`config.mk`:
```
export PLATFORM = sky130hd
export DESIGN_NAME = encoder4_2_seq_flat
export DESIGN_NICKNAME = d
export VERILOG_FILES = /design/src/rtl/encoder4_2_seq_pkg.sv /design/src/rtl/encoder4_2_seq_if.sv /design/src/rtl/encoder4_2_seq_prio_enc4.sv /design/src/rtl/encoder4_2_seq.sv /design/src/flat_wrapper.sv
export SDC_FILE = /design/constraint.sdc
export NUM_CORES = 1
export LEC_CHECK = 0
export BUFFER_PORTS_ARGS = -buffer_cell sky130_fd_sc_hd__buf_2
export CAP_MARGIN = 0
export CORE_AREA = 2 2 39 41
export CTS_CLUSTER_DIAMETER = 150
export CTS_CLUSTER_SIZE = 16
export DETAILED_ROUTE_END_ITERATION = 8
export DIE_AREA = 0 0 41 43
export GPL_TIMING_DRIVEN = 0
export PLACE_DENSITY = 0.58
export SETUP_SLACK_MARGIN = 0.05
export SLEW_MARGIN = 0
export SYNTH_ARGS = -nofsm -noshare
export SYNTH_HDL_FRONTEND = slang
export SYNTH_HIERARCHICAL = 1
export SYNTH_SLANG_ARGS = --single-unit
export TNS_END_PERCENT = 100
```
`constraint.sdc`:
```
create_clock -name clk -period 2.6 [get_ports clk]
set_input_delay 0 -clock clk [delete_from_list [all_inputs] [get_ports clk]]
set_output_delay 0 -clock clk [all_outputs]
set_load 0.03 [all_outputs]
```
`src/rtl/encoder4_2_seq_pkg.sv`:
```
// Shared types and helpers for the sequential 4-to-2 request encoder.
package enc_pkg;
  localparam int ENC_N = 4;
  localparam int ENC_W = $clog2(ENC_N);

  typedef enum logic {
    ST_IDLE  = 1'b0,
    ST_OFFER = 1'b1
  } state_t;

  function automatic logic [ENC_N-1:0] onehot(input logic [ENC_W-1:0] i);
    onehot = ENC_N'(1) << i;
  endfunction
endpackage

```
`src/rtl/encoder4_2_seq_if.sv`:
```
// Request/grant bundle between request sources, the encoder and its consumer.
interface encoder4_2_seq_if;
  import enc_pkg::*;
  logic             en;
  logic [ENC_N-1:0] req;
  logic             ready;
  logic             valid;
  logic [ENC_W-1:0] idx;
  logic [ENC_N-1:0] pending;
  logic             ovf;

  modport master (output en, req, ready, input valid, idx, pending, ovf);
  modport slave  (input en, req, ready, output valid, idx, pending, ovf);
endinterface

```
`src/rtl/encoder4_2_seq_prio_enc4.sv`:
```
// Combinational priority encoder: index of the highest set bit plus an 'any' flag.
module prio_enc4
  import enc_pkg::*;
(
  input  logic [ENC_N-1:0] i_vec,
  output logic [ENC_W-1:0] o_idx,
  output logic             o_any
);
  always_comb begin
    o_idx = '0;
    o_any = |i_vec;
    // Ascending scan: the last set bit seen is the highest one.
    for (int i = 0; i < ENC_N; i++)
      if (i_vec[i]) o_idx = ENC_W'(i);
  end
endmodule

```
`src/rtl/encoder4_2_seq.sv`:
```
// Sequential 4-to-2 request encoder: captures requests into a pending set and
// offers the highest pending index on a valid/ready handshake.
module encoder4_2_seq
  import enc_pkg::*;
(
  input  logic              clk,
  input  logic              rst_n,
  encoder4_2_seq_if.slave   bus
);
  state_t           r_state;
  logic             r_valid;
  logic [ENC_W-1:0] r_idx;
  logic [ENC_N-1:0] r_pending;
  logic             r_ovf;

  logic [ENC_N-1:0] w_served, w_cap, w_pnext;
  logic [ENC_W-1:0] w_pidx;
  logic             w_any;

  always_comb begin
    w_served = (r_valid && bus.ready) ? onehot(r_idx) : '0;
    w_cap    = bus.en ? bus.req : '0;
    w_pnext  = (r_pending & ~w_served) | w_cap;
  end

  prio_enc4 u_prio (.i_vec(w_pnext), .o_idx(w_pidx), .o_any(w_any));

  always_ff @(posedge clk or negedge rst_n) begin
    if (!rst_n) begin
      r_state   <= ST_IDLE;
      r_valid   <= 1'b0;
      r_idx     <= '0;
      r_pending <= '0;
      r_ovf     <= 1'b0;
    end else begin
      r_pending <= w_pnext;
      // A bit served and re-requested on the same edge is not an overflow.
      r_ovf     <= |(w_cap & r_pending & ~w_served);
      case (r_state)
        ST_IDLE:
          if (w_any) begin
            r_state <= ST_OFFER;
            r_valid <= 1'b1;
            r_idx   <= w_pidx;
          end
        ST_OFFER:
          // Offer is frozen until accepted; later arrivals never pre-empt it.
          if (bus.ready) begin
            if (w_any) begin
              r_idx <= w_pidx;
            end else begin
              r_state <= ST_IDLE;
              r_valid <= 1'b0;
            end
          end
      endcase
    end
  end

  assign bus.valid   = r_valid;
  assign bus.idx     = r_idx;
  assign bus.pending = r_pending;
  assign bus.ovf     = r_ovf;
endmodule
```
`src/flat_wrapper.sv`:
```
// flat-port wrapper written by rule: the top's interface ports become plain ports
module encoder4_2_seq_flat import enc_pkg::*;
  (clk, rst_n, bus_en, bus_req, bus_ready, bus_valid, bus_idx, bus_pending, bus_ovf);
  encoder4_2_seq_if bus_i ();
  input  logic clk;
  input  logic rst_n;
  input wire logic [$bits(bus_i.en)-1:0] bus_en;
  input wire logic [$bits(bus_i.req)-1:0] bus_req;
  input wire logic [$bits(bus_i.ready)-1:0] bus_ready;
  output wire logic [$bits(bus_i.valid)-1:0] bus_valid;
  output wire logic [$bits(bus_i.idx)-1:0] bus_idx;
  output wire logic [$bits(bus_i.pending)-1:0] bus_pending;
  output wire logic [$bits(bus_i.ovf)-1:0] bus_ovf;
  assign bus_i.en = bus_en;
  assign bus_i.req = bus_req;
  assign bus_i.ready = bus_ready;
  assign bus_valid = bus_i.valid;
  assign bus_idx = bus_i.idx;
  assign bus_pending = bus_i.pending;
  assign bus_ovf = bus_i.ovf;
  encoder4_2_seq u_core (.clk(clk), .rst_n(rst_n), .bus(bus_i));
endmodule
```
======== Word level (Yosys, flattened, before mapping) ========
Cells that the tools add are included.
W data, S select, Z words.
operators by class
  equal/unequal tests ..................... 3
  shift-type cells ........................ 1
  mux-type cells .......................... 15
  bitwise operators ....................... 6
  reduce and logical (&&, ||, !) cells .... 4
operators by type and width
  cell                   number
  $and A4 B4 Y4          3
  $mux W2                4
  $mux W4                2
  $reduce_or A4 Y1       2
  $mux W1                6
  $ne A2 B2 Y1 const B   3
  $not A4 Y4             1
  $or A4 B4 Y4           1
  $pmux W1 S2            2
  $pmux W2 S2            1
  $shl A1 B2 Y4 const A  1
  $reduce_and A3 Y1      1
  $logic_and A1 B1 Y1    1
  $not A1 Y1             1
storage, ports and cells
  flip-flop bits (word level) ............. 9
  input bits .............................. 8
  output and inout bits ................... 8
  logic and storage cells ................. 34

======== Longest topological paths before layout ========
  word-level depth ........................ 11
  mapped depth ............................ 6
  mapped depth without buffers ............ 6

======== Hierarchy ========
Netlist, hierarchy kept.
modules (own cells, without submodules)
  module          times used  cells an instance  area each (um^2)  seq. area each (um^2)
  encoder4_2_seq  1           35                 410.4             225.2
  prio_enc4       1           4                  23.8              0.0

======== Least setup slack after synthesis ========
Ideal clock, no wire load.
  path kind ............................... flip-flop to flip-flop
  start ................................... register u_core.r_idx[0], in the netlist u_core/bus.idx[0]
  end ..................................... register u_core.r_idx[0], in the netlist u_core/bus.idx[0]
  library setup time ...................... 0.125 ns
  arrival ................................. 1.909 ns
  data required time ...................... 2.475 ns
  path slack .............................. 0.566 ns
  cell stages (with the launch flop) ...... 7
  buffers on the path ..................... 0
  period minus slack after synthesis ...... 2.034 ns
  cell sequence ........................... dfrtp_1 nand4b_1 a22o_1 or2_1 or3_1 nand2_1 mux2_2
between the ends
  elaborated cells on any way between the ends .. 12
  those cells by class .................... 1 x shift; 7 x mux; 3 x bitwise; 1 x reduce/logical
RTL lines
  element                   RTL line                                    source
  start: declaration        encoder4_2_seq.sv:12                        logic [ENC_W-1:0] r_idx;
  start signal: assignment  encoder4_2_seq.sv:44                        r_idx <= w_pidx;
  start signal: assignment  encoder4_2_seq.sv:50                        r_idx <= w_pidx;
  $shl A1 B2 Y4 *           encoder4_2_seq_pkg.sv:12                    onehot = ENC_N'(1) << i;
  $mux W4 *                 encoder4_2_seq.sv:21                        w_served = (r_valid && bus.ready) ? onehot(r_idx) : '0;
  $not A4 Y4 *              encoder4_2_seq.sv:23                        w_pnext = (r_pending & ~w_served) | w_cap;
  $and A4 B4 Y4 *           encoder4_2_seq.sv:23
  $or A4 B4 Y4 *            encoder4_2_seq.sv:23
  via u_core.w_pnext[2]     encoder4_2_seq.sv:16                        logic [ENC_N-1:0] w_served, w_cap, w_pnext;
  $reduce_or A4 Y1 *        encoder4_2_seq_prio_enc4.sv:11              o_any = |i_vec;
  via u_core.w_any          encoder4_2_seq.sv:18                        logic w_any;
  $mux W2 *                 encoder4_2_seq.sv:41, encoder4_2_seq.sv:49
  $mux W2                   encoder4_2_seq.sv:48                        if (bus.ready) begin
  $pmux W2 S2 *             encoder4_2_seq.sv:39                        case (r_state)
Mark *: on every way through the listed nets, which the timed path passes. The rest lies on a longest branch. The select of a mux whose other input is x is not followed.
A chain may end at the register's enable or synchronous reset.

======== Worst setup path after layout ========
  start ................................... register u_core.r_idx[0], in the netlist u_core/bus.idx[0]
  end ..................................... register u_core.r_idx[1], in the netlist u_core/bus.idx[1]
between the ends
  longest elaborated chain between the ends .. 10
  elaborated cells on any way between the ends .. 11
  those cells by class .................... 1 x shift; 6 x mux; 3 x bitwise; 1 x reduce/logical
ends and longest elaborated chain
  element                 RTL line                                    source
  $shl A1 B2 Y4 *         encoder4_2_seq_pkg.sv:12
  $mux W4 *               encoder4_2_seq.sv:21
  $not A4 Y4 *            encoder4_2_seq.sv:23
  $and A4 B4 Y4 *         encoder4_2_seq.sv:23
  $or A4 B4 Y4 *          encoder4_2_seq.sv:23
  via u_core.w_pnext[2]   encoder4_2_seq.sv:16
  $mux W2 * (2 in a row)  encoder4_2_seq_prio_enc4.sv:14              if (i_vec[i]) o_idx = ENC_W'(i);
  via u_core.w_pidx[1]    encoder4_2_seq.sv:17                        logic [ENC_W-1:0] w_pidx;
  $mux W2 *               encoder4_2_seq.sv:41, encoder4_2_seq.sv:49
  $mux W2                 encoder4_2_seq.sv:48
  $pmux W2 S2 *           encoder4_2_seq.sv:39
Marked as above.

==> impl_metrics.tcl <==
set metrics [dict create \
    status "complete, no violations" \
    wire_per_inst_um 11.71 \
    final_design_area_no_fill_um2 575.6 \
    swShare 0.3435 \
    r2r_cells 6 \
    stdcell_count 76 \
    die_area_um2 1763 \
    vias_per_cell 5.053 \
    sequentialPowerShare 0.445 \
    dp.cells 70 \
    pin_count 16 \
    powerDensity_nw_per_um2 694.8 \
    startpoint_type "register" \
    setup_viol 0 \
    crit_start "u_core/bus.idx[0]$_DFFE_PN0P_" \
    num_antenna_cells 0 \
    power.switching_mw 0.1374 \
    gp_congestion 0.6550 \
    fmax_mhz 499.3 \
    max-vdd-ir-drop_mv 0.2782 \
    grt_pass1_wl_um 1455 \
    start_util 0.3137 \
    grt_antenna_before_repair 0 \
    placementRows 14 \
    fillCellCount 140 \
    clkSinkCount 9 \
    area_delta_synth_final_pct 32.56 \
    multiInputGateArea_um2 197.7 \
    track_usage 0.1260 \
    drc 0 \
    routed_wl_um 890 \
    core_um2 1384 \
    hp-start "bus_req[1]" \
    fin_util 0.4159 \
    combPwrFrac 0.292 \
    ys_warn_count 6 \
    cts.clk_slew.worst_paths_ns 0.06 \
    p_int_mw 0.2625 \
    cp_data_arrival_time_ns 2.14 \
    grt_max_degree 10 \
    rsz0062_at_grt "false" \
    clock_skew_ns 0.001014 \
    tritoncts "done" \
    critPathCapture "u_core/bus.idx[1]$_DFFE_PN0P_" \
    cp_slowest_cell "dfrtp_1" \
    drive_above_1_share 0.4000 \
    min_path_type "in2reg" \
    path_max_fanout 6 \
    slew_headroom 0.8621 \
    drv_slew 0 \
    r2r_slack_ns 0.60 \
    r2r-start "u_core/bus.idx[0]$_DFFE_PN0P_" \
    ys_seq_area_frac 0.5187 \
    crit_required_ns 2.74 \
    maxCapViolations 0 \
    numCtsBuffers 3 \
    synthesis.instances 39 \
    synth_area_per_cell_um2 11.13 \
    path_cells "nand4b_1 -> a22o_1 -> or2_1 -> or3_1 -> nand2_1 -> mux2_2" \
    mappedNetlistNets 47 \
    pre_cts_slack_ns 0.6167 \
    r2r_end "u_core/bus.idx[1]$_DFFE_PN0P_" \
    hpwl_um 678.4 \
    slowest_delay_ns 0.42 \
    critical_path.top_delay_family "simple AND/OR/NAND/NOR gates" \
    critPathCaptureType "register" \
    synth_cell_types 21 \
    crit_type "reg2reg" \
    grt_pass1_vias 361 \
    ff_latch_area_um2 225.2 \
    drtIter0Drc 3 \
    path_buf_inv 0 \
    hold_slack_ns 0.03111 \
    htree_levels 1 \
    post_cts_buffers 0 \
    finalSetupTns_ns 0 \
    clock_latency_ns 0.25 \
    pwr-share-clk 0.263 \
    finalHoldViolCount 0 \
    nets 69 \
    vias 384 \
    fin_ws_ns 0.5973 \
    placed_area_um2 529.3 \
    dieWidth_um 41 \
    max_slew.worst_pin.slew_ns 0.2069 \
    drt_first_pass_iters 2 \
    ant_nets 0 \
    clockBufferDepth 2 \
    period_minus_slack_ns 2.003 \
    cellLeakagePower_nw 0.2641 \
    ys_ff_latch 9 \
    cp_num_cells 6 \
    grt.overflow.total 0 \
    cts_root_buffer "clkbuf_4" \
    die_height_um 43 \
    period_share 0.7703 \
    syn_area_um2 434.2 \
    port_buffers 15 \
    power.total_mw 0.3999 \
]
[Yosys cell counts]
library cell / count / area, µm²
o211ai_2: 1 / 12.51
a31oi_1: 1 / 6.260
nand3_2: 1 / 10.01
a21oi_1: 2 / 10.01
mux2_2: 2 / 22.52
a22o_2: 1 / 10.01
nand4_1: 2 / 12.51
a21o_1: 1 / 7.510
nand4bb_1: 1 / 11.26
nand2b_1: 1 / 6.260
a211o_1: 1 / 8.760
a22o_1: 2 / 17.52
or3_1: 1 / 6.260
o21ai_0: 1 / 5.000
nand3_1: 2 / 10.01
a32o_2: 1 / 11.26
or2_1: 1 / 6.260
nand2_1: 4 / 15.01
nand4b_1: 1 / 8.760
inv_1: 3 / 11.26
dfrtp_1: 9 / 225.2
[what timing repair did]
action | CTS | global route
hold buffers | 2 | 0
endpoints found under the hold margin | 10 | 0
setup endpoints to repair | 0 | 0
resized for setup | 0 | 0
[layout make-up]
| class | count | area share |
|---|---|---|
| sequential | 9 | 0.3913 |
| multi-input combinational | 27 | 0.3435 |
| timing repair buffer | 17 | 0.1652 |
| tap | 16 | 0.03478 |
| inverter | 3 | 0.01957 |
| clock buffer | 4 | 0.04565 |
[layout by cell type (no fill, tap or decap)]
cell type	synthesis	routed
clkbuf_4	0	3
or2_1	1	1
nand2b_1	1	1
a211o_1	1	1
inv_1	3	3
dlygate4sd3_1	0	2
nand3_1	2	2
clkbuf_1	0	1
nand3_2	1	1
buf_2	0	15
a22o_1	2	2
nand4_1	2	2
nand4bb_1	1	1
o211ai_2	1	1
mux2_2	2	2
nand2_1	4	4
a21oi_1	2	2
a21o_1	1	1
a31oi_1	1	1
dfrtp_1	9	9
o21ai_0	1	1
a32o_2	1	1
nand4b_1	1	1
a22o_2	1	1
or3_1	1	1
[worst min path at each step]
| stage | end | cells after the start | slack [ns] |
|---|---|---|---|
| floorplan | u_core/bus.idx[0]$_DFFE_PN0P_ | 0 | -0.30 |
| global placement | u_core/bus.pending[0]$_DFF_PN0_ | 1 | -0.14 |
| detailed placement | u_core/bus.pending[0]$_DFF_PN0_ | 1 | -0.13 |
| CTS | u_core/bus.pending[1]$_DFF_PN0_ | 3 | 0.03 |
| global route | u_core/bus.pending[0]$_DFF_PN0_ | 2 | 0.04 |
| finish | u_core/bus.pending[1]$_DFF_PN0_ | 3 | 0.03 |
[sequential cells by signal, summed over array words and instances, names as in the netlist]
register / cells
u_core/bus.idx: 2
u_core/bus.ovf: 1
u_core/bus.pending: 4
u_core/bus.valid: 1
u_core/r_state: 1
[power by group through the flow]
stage	Combinational [mW]	Sequential, mW	Clock [mW]
after floorplan	0.0387	0.217	0
after global placement	0.115	0.180	0
after detailed placement	0.116	0.181	0
after CTS	0.118	0.178	0.110
after global routing	0.126	0.183	0.118
final	0.117	0.178	0.105
[cells by family after synthesis]
kind of cell	Yosys count	share of synthesized area
muxes	2	0.05187
buffers and inverters	3	0.02593
DFF	9	0.5187
AOI/OAI and AO/OA	11	0.2046
and+or+nand+nor	14	0.1989
[worst min-delay path, stage by stage]
cell and delay, ns:
buf_2 0.09, nand2_1 0.05, nand2_1 0.10
[metal layers]
layer | vias to the layer above | wire length, µm | GRT usage
li1 | 191 | - | -
met1 | 180 | 423 | 0.1538
met2 | 11 | 412 | 0.1781
met3 | 2 | 41 | 0.04712
met4 | 0 | 12 | 0.08000
met5 | - | 0 | 0
(Power assumes the default switching activity.)
